==> src/rtl/t5_pkg.sv <==
// Shared definitions for the t5 core: opcodes, access sizes, and
// the two-state bus FSM encoding reused by the fetch unit.
package t5_pkg;

  localparam logic [4:0] OPC_LOAD  = 5'h00;
  localparam logic [4:0] OPC_STORE = 5'h08;

  localparam logic [1:0] SZ_B = 2'd0;
  localparam logic [1:0] SZ_H = 2'd1;
  localparam logic [1:0] SZ_W = 2'd2;

  typedef enum logic {
    ST_IDLE = 1'b0,
    ST_BUSY = 1'b1
  } state_t;

  typedef struct packed {
    logic [29:0] adr;
    logic [31:0] dat;
    logic [3:0]  sel;
    logic        we;
  } bus_req_t;

  function automatic logic is_mem(
    input logic [4:0] opc,
    input logic [2:0] fn3
  );
    logic ld;
    logic st;
    ld = (opc == OPC_LOAD) &&
         (fn3 inside {3'd0, 3'd1, 3'd2, 3'd4, 3'd5});
    st = (opc == OPC_STORE) &&
         (fn3 inside {3'd0, 3'd1, 3'd2});
    return ld | st;
  endfunction

endpackage

==> src/rtl/t5_lsu_align.sv <==
// Lane select / misalignment decode for the request side and
// shift + sign/zero extension of returned load data.
module t5_lsu_align
  import t5_pkg::*;
(
  input  logic [2:0]  fn3,
  input  logic [1:0]  ea_lo,
  output logic [3:0]  sel,
  output logic        mis,
  input  logic [31:0] dat,
  input  logic [1:0]  off,
  input  logic [2:0]  lfn3,
  output logic [31:0] ext
);

  logic [31:0] sh;
  logic        sx;

  always_comb begin
    sel = 4'b0000;
    mis = 1'b0;
    case (fn3[1:0])
      SZ_B: sel = 4'b0001 << ea_lo;
      SZ_H: begin
        sel = ea_lo[1] ? 4'b1100 : 4'b0011;
        mis = ea_lo[0];
      end
      SZ_W: begin
        sel = 4'b1111;
        mis = |ea_lo;
      end
      default: sel = 4'b0000;
    endcase
  end

  // offset and size come from the launch-time capture, not live inputs
  assign sh = dat >> {off, 3'b000};

  always_comb begin
    sx  = 1'b0;
    ext = sh;
    case (lfn3[1:0])
      SZ_B: begin
        sx  = ~lfn3[2] & sh[7];
        ext = {{24{sx}}, sh[7:0]};
      end
      SZ_H: begin
        sx  = ~lfn3[2] & sh[15];
        ext = {{16{sx}}, sh[15:0]};
      end
      default: ext = sh;
    endcase
  end

endmodule

==> src/rtl/t5_lsu.sv <==
// Load/store unit: single-beat strobe/ack data bus cycles, pipeline
// stall while a cycle is outstanding, misaligned-access flagging.
module t5_lsu
  import t5_pkg::*;
#(
  parameter int XLEN = 32
) (
  input  logic            sclk,
  input  logic            srst,
  input  logic            sena,
  input  logic [6:2]      xopc,
  input  logic [14:12]    xfn3,
  input  logic [XLEN-1:0] xea,
  input  logic [XLEN-1:0] xdat,
  output logic [XLEN-1:2] dwb_adr,
  output logic [XLEN-1:0] dwb_dat_o,
  output logic [3:0]      dwb_sel,
  output logic            dwb_we,
  output logic            dwb_stb,
  input  logic            dwb_ack,
  input  logic [XLEN-1:0] dwb_dat_i,
  output logic [XLEN-1:0] mlsu,
  output logic            mstl,
  output logic [1:0]      xstb,
  output logic            xwre
);

  state_t   st;
  bus_req_t req;
  logic [1:0] off;
  logic [2:0] lfn3;

  logic       memop;
  logic       mis_raw;
  logic       mis;
  logic       go;
  logic       done;
  logic       launch;
  logic [3:0] lanes;
  logic [XLEN-1:0] ext;

  t5_lsu_align u_align (
    .fn3   (xfn3),
    .ea_lo (xea[1:0]),
    .sel   (lanes),
    .mis   (mis_raw),
    .dat   (dwb_dat_i),
    .off   (off),
    .lfn3  (lfn3),
    .ext   (ext)
  );

  assign memop  = is_mem(xopc, xfn3);
  assign mis    = memop & mis_raw;
  assign go     = memop & ~mis_raw;
  assign done   = (st == ST_BUSY) & dwb_ack;
  // a completing cycle may hand straight over to the next op
  assign launch = sena & go & ((st == ST_IDLE) | dwb_ack);
  assign mstl   = (st == ST_BUSY) & ~dwb_ack;

  assign dwb_adr   = req.adr;
  assign dwb_dat_o = req.dat;
  assign dwb_sel   = req.sel;
  assign dwb_we    = req.we;

  always_ff @(posedge sclk) begin
    if (srst) begin
      st      <= ST_IDLE;
      req     <= '0;
      off     <= 2'b00;
      lfn3    <= 3'b000;
      dwb_stb <= 1'b0;
      mlsu    <= '0;
      xstb    <= 2'b00;
      xwre    <= 1'b0;
    end else begin
      if (sena) begin
        xstb <= {memop, mis};
        xwre <= (xopc == OPC_STORE);
      end
      if (done && !req.we)
        mlsu <= ext;
      if (launch) begin
        st      <= ST_BUSY;
        dwb_stb <= 1'b1;
        req.adr <= xea[XLEN-1:2];
        req.dat <= xdat;
        req.sel <= lanes;
        req.we  <= (xopc == OPC_STORE);
        off     <= xea[1:0];
        lfn3    <= xfn3;
      end else if (done) begin
        st      <= ST_IDLE;
        dwb_stb <= 1'b0;
      end
    end
  end

endmodule

==> config.mk <==
export PLATFORM = sky130hd
export DESIGN_NAME = t5_lsu
export DESIGN_NICKNAME = d
export VERILOG_FILES = /design/src/rtl/t5_pkg.sv /design/src/rtl/t5_lsu_align.sv /design/src/rtl/t5_lsu.sv
export SDC_FILE = /design/constraint.sdc
export NUM_CORES = 1
export LEC_CHECK = 0
export ABC_AREA = 1
export BUFFER_PORTS_ARGS = -buffer_cell sky130_fd_sc_hd__buf_2
export CAP_MARGIN = 20
export CORE_ASPECT_RATIO = 0.7
export CORE_UTILIZATION = 30
export CTS_CLUSTER_DIAMETER = 40
export DETAILED_ROUTE_END_ITERATION = 10
export GPL_TIMING_DRIVEN = 0
export PLACE_DENSITY = 0.57
export RECOVER_POWER = 100
export SETUP_SLACK_MARGIN = 0.02
export SYNTH_ARGS = -nofsm -noshare
export SYNTH_HDL_FRONTEND = slang
export SYNTH_HIERARCHICAL = 1
export SYNTH_SLANG_ARGS = --single-unit
==> constraint.sdc <==
create_clock -name sclk -period 1.6 [get_ports sclk]
set_input_delay 0.08 -clock sclk [delete_from_list [all_inputs] [get_ports sclk]]
set_output_delay 0.08 -clock sclk [all_outputs]
set_load 0.05 [all_outputs]
Word-level counts from Yosys, hierarchy flattened

Cells that the tools add are included.

Latch bits: 0
Bits in registers: 108
Bits in read-only memories: 0
Memories: 0
Bits in writable memories: 0

Shifts and indexed selects: 2
Multiplexer cells: 6
$add $sub $neg: 0
Bitwise operators: 14
Equality and inequality tests: 8
Multiply operators: 0
Reduce and logical (&&, ||, !) cells: 12
Div/mod/pow operators: 0
Magnitude comparators: 0

Operators by type and width:

| operator                                                           | number |
|---|---|
| 32-bit case mux with 2 select lines                                | 1 |
| 32-bit by 5-bit right shift with 32-bit output                     | 1 |
| 4-bit case mux with 3 select lines                                 | 1 |
| 1-bit AND                                                          | 8 |
| 3-bit == test (second input constant)                              | 2 |
| 5-bit by 4-bit == test with 1-bit output (second input constant)   | 1 |
| 5-bit zero test                                                    | 1 |
| 5-bit nonzero test                                                 | 1 |
| 2-bit by 1-bit == test with 1-bit output (second input constant)   | 2 |
| 2-bit zero test                                                    | 2 |
| 4-bit 2-to-1 mux                                                   | 1 |
| 1-bit inverter                                                     | 4 |
| 1-bit by 2-bit left shift with 4-bit output (first input constant) | 1 |
| 3-bit by 1-bit == test with 1-bit output (second input constant)   | 1 |
| 3-bit by 2-bit == test with 1-bit output (second input constant)   | 1 |
| 1-bit logical AND                                                  | 3 |
| 3-bit zero test                                                    | 1 |
| 3-bit nonzero test                                                 | 1 |
| 2-bit == test (second input constant)                              | 1 |
| 1-bit 2-to-1 mux                                                   | 2 |
| 1-bit OR                                                           | 2 |
| 1-bit case mux with 2 select lines                                 | 1 |
| 2-bit nonzero test                                                 | 1 |
| 2-bit OR reduction                                                 | 1 |
| 1-bit zero test                                                    | 1 |

Longest topological paths before layout

Depth after elaboration: 8
Gate-level depth with buffers: 10

Hierarchy

The synthesis kept the hierarchy.

Modules (own cells, without submodules):

| module       | cells each | area an instance (um^2) | sequential area each (um^2) | instances |
|---|---|---|---|---|
| t5_lsu       | 791        | 4993.5                  | 2162.1                      | 1 |
| t5_lsu_align | 178        | 1013.5                  | 0.0                         | 1 |

Worst setup path before layout

Ideal clock, no wire load.

Path type: flip-flop to flip-flop
From: register st
To: register req, in the netlist dwb_adr[22]
Period minus slack after synthesis: 2.259 ns
Arrival: 2.195 ns
Path buffers: 2
Cell stages (with the launch flop): 9
Required time: 1.536 ns
Slack: -0.659 ns
Setup time: 0.064 ns
Cells stage by stage: dfxtp_1 inv_1 nor2_1 inv_1 clkbuf_1 buf_1 nand4_1 nand2_1 nor2_1

Cells in the longest elaborated chain, start to end: 3

Ends and longest elaborated chain:

| element                  | RTL line     | text |
|---|---|---|
| start: declaration       | t5_lsu.sv:28 | `state_t st;` |
| start signal: assignment | t5_lsu.sv:68 | `st <= ST_IDLE;` |
| start signal: assignment | t5_lsu.sv:84 | `st <= ST_BUSY;` |
| start signal: assignment | t5_lsu.sv:93 | `st <= ST_IDLE;` |
| 1-bit inverter           | t5_lsu.sv:58 | `assign launch = sena & go & ((st == ST_IDLE) \| dwb_ack);` |
| 1-bit OR                 | t5_lsu.sv:58 |  |
| 1-bit AND                | t5_lsu.sv:58 |  |
| end: declaration         | t5_lsu.sv:29 | `bus_req_t req;` |

Every way passes these cells.
A chain may end at the register's enable or synchronous reset.

Final worst setup path

From: register off[0]
To: register mlsu[12]

Cells in the longest elaborated chain, start to end: 3

Ends and longest elaborated chain:

| element                                            | RTL line           | text |
|---|---|---|
| start: declaration                                 | t5_lsu.sv:30       | `logic [1:0] off;` |
| start signal: assignment                           | t5_lsu.sv:90       | `off <= xea[1:0];` |
| 32-bit by 5-bit right shift with 32-bit output (*) | t5_lsu_align.sv:37 | `assign sh = dat >> {off, 3'b000};` |
| 1-bit AND                                          | t5_lsu_align.sv:44 | `sx = ~lfn3[2] & sh[7];` |
| 32-bit case mux with 2 select lines (*)            | t5_lsu_align.sv:42 | `case (lfn3[1:0])` |
| via ext[12]                                        | t5_lsu.sv:40       | `logic [XLEN-1:0] ext;` |
| end signal: assignment                             | t5_lsu.sv:82       | `mlsu <= ext;` |
| end: declaration                                   | t5_lsu.sv:22       | `output logic [XLEN-1:0] mlsu,` |

The timed path passes the listed nets; every way through them passes the cells marked *.

==> results.yml <==
route:
  final_antenna_net_count: 0
  first_pass_iters: 5
  vias: 6354
  drc_errors: 0
  wire_per_inst_um: 12.9
  vias_per_cell: 4.34
  finalWirelength_um: 18900
  first_iter_violations: 371
sta:
  finClkSkew_ns: 0.00954
  tightestPinTransition_ns: 0.684
  relSlewSlack_pct: 54.6
  layout_setup_ws_ns: 0.0360
  finalHoldViolCount: 0
  fmaxAchievable_mhz: 639
  drv_slew: 0
  finalSetupViolCount: 0
  finalCritPeriodShare_pct: 97.7
  tns_ns: 0
  min_period_ns: 1.56
  grt_setup_unrepaired: "true"
pwr:
  vdd_drop_max_uv: 396
  power_leakage_nw: 3.84
  power.density_nw_per_um2: 762
die:
  io_pins: 212
  core_sq_um: 19200
  die_h_um: 120
  die-area_sq_um: 20600
  rows: 42
  initial_core_util_pct: 31.2
  die_w_um: 171
min_path:
  worst_hold_path_type: "primary input to flip-flop"
finish:
  final_common_cell: "inv_1"
  stdcell_count: 1464
  syn2layout_area_growth_pct: 27.4
  final_cell_mix: "inv_1, nand2_1, nor2_1"
  final_util_pct: 39.8
  post-route-cell-area_sq_um: 7650
  nets: 1306
  layout-drive-gt1-share_pct: 15.9
place:
  dp.cells: 1444
  dp_hpwl_um: 14500
  portBuffers: 211
  placed_cell_area_sq_um: 7410
  place_congestion: 1.04
  dp_slack_ns: -0.485
logic_synthesis:
  synthCells: 969
  synth-seq-area-share_pct: 36.0
  synth_area_sq_um: 6010
  syn_avg_cell_area_sq_um: 6.20
  synth_edf_count: 0
  synthArstFlopShare_pct: 0
  yosysWarnings: 6
  ys_ff_latch: 108
  ys.flop_type: "dfxtp_1"
  syn_nets: 1081
  synth_cell_types: 28
global_routing:
  grt_pass1_vias: 5504
  grt_usage_pct: 18.1
  gr-total-overflow: 0
  antenna_found_initial: 1
  grt_max_degree: 19
  grt_pass1_wl_um: 29000
setup_path:
  cp.required_ns: 1.84
  cp_common_cell: "nor2_1"
  end_kind: "flip-flop"
  crit_type: "flip-flop to flip-flop"
  max_stage_delay_ns: 0.36
  cp-start-kind: "flip-flop"
  critPathSlowestCell: "dfxtp_2"
  arrival_ns: 1.81
  worstPathBufferInverterCount: 2
  worstPathMaxFanout: 10
  path_cells: "buf_6, clkbuf_4, nor2_1, o211ai_1, nand2_1, o21ai_1, nor2_1"
  worst_path_dominant_cell_family: "compound AO/OA/AOI/OAI gates"
run:
  cap_violations: 0
clocking:
  cts_tree: "yes"
  clkSinkCount: 108
  root_buffer: "clkbuf_16"
  insertion_delay_ns: 0.35
  cts_max_level: 3
  numCtsBuffers: 9
  clk_pin_slew_ns: 0.07
  cts_buffer_depth: 2
run_status:
  outcome: "completed"
## final timing paths
check | from | endpoint | slack, ns | cells past startpoint
setup / recovery | off[0]$_SDFFE_PP0P_ | mlsu[12]$_SDFFE_PP0P_ | 0.04 | 7
hold / removal | xdat[26] | dwb_dat_o[26]$_SDFFE_PP0P_ | 0.05 | 5
hold reg to reg | xstb[0]$_SDFFE_PP0P_ | xstb[0]$_SDFFE_PP0P_ | 0.47 | 2
setup reg to reg | off[0]$_SDFFE_PP0P_ | mlsu[12]$_SDFFE_PP0P_ | 0.04 | 7
## Yosys cell counts (2+ instances only)
cell type	n	area (sq um)
inv_2	3	11.3
dfxtp_1	108	2160
nand2_1	213	800
nand3_1	18	90.1
inv_1	237	890
a22oi_1	8	60.1
nor2_1	152	571
o211ai_1	14	105
buf_4	3	22.5
nand2_2	2	12.5
ha_1	4	50.1
buf_6	3	33.8
nand4_1	72	450
buf_2	21	105
nand3_2	14	140
buf_1	16	60.1
clkbuf_1	16	60.1
a21oi_1	17	85.1
o21ai_0	39	195
## repair_timing
item                                    4_1_cts  5_1_grt
buffers inserted                              0        1
endpoints found under the setup margin       76      101
resized for setup                            14       25
hold endpoints to repair                      3        0
cloned                                        0        1
hold buffers                                  1        0
pin swaps                                     3        2
## through the flow
step / power, W / hold WS, ns
2_1_floorplan: 0.00328 / 0.139
3_3_place_gp: 0.00358 / 0.308
3_5_place_dp: 0.00358 / 0.308
4_1_cts: 0.00592 / 0.0335
5_1_grt: 0.00612 / 0.0465
6_report: 0.00583 / 0.0499
## cells by family (layout without fill, tap and decap cells)
kind of cell	Yosys count	count (layout)	synth area share (%)
AND/OR/NAND/NOR	478	478	35.7
buffers and inverters	301	531	20.1
flip-flops	108	108	36.0
AO/OA/AOI/OAI	78	78	7.42
adder cells (fa/ha/maj)	4	4	0.833
other	0	1	0
## flip-flops by register name, indices dropped and copies added (netlist names)
register,cells
mlsu,32
off,2
dwb_adr,30
dwb_sel,4
dwb_dat_o,32
xstb,2
st,1
dwb_we,1
xwre,1
lfn3,3
## power breakdown
part	total, W	switching [W]	leakage [nW]	internal, W
registers	0.00273	0.0000160	0.871	0.00272
logic	0.000797	0.000521	2.83	0.000276
clock network	0.00230	0.00107	0.137	0.00123
total	0.00583	0.00161	3.84	0.00422
## worst min-delay path: stages
cell and delay [ns]:
buf_2 0.08, inv_1 0.03, nand4_1 0.07, nand2_1 0.05
nor2_1 0.07
## routing by layer
metal	GRT usage (%)	vias up	wire, um
met2	24.4	202	7320
met3	4.91	20	1420
met4	4.85	0	251
li1	-	3370	-
met5	0	-	0
met1	27.6	2762	9900
## area by class of cell
| class | count | area (sq um) |
|---|---|---|
| clock inverter | 6 | 72.6 |
| inverter | 241 | 915 |
| antenna | 1 | 2.50 |
| timing repair buffer | 214 | 948 |
| sequential | 108 | 2160 |
| multi-input combinational | 560 | 2650 |
| tap | 264 | 330 |
| buffer | 60 | 339 |
| fill | 2179 | 11600 |
| clock buffer | 10 | 229 |
Note: power is estimated with default switching activity, not from simulation.
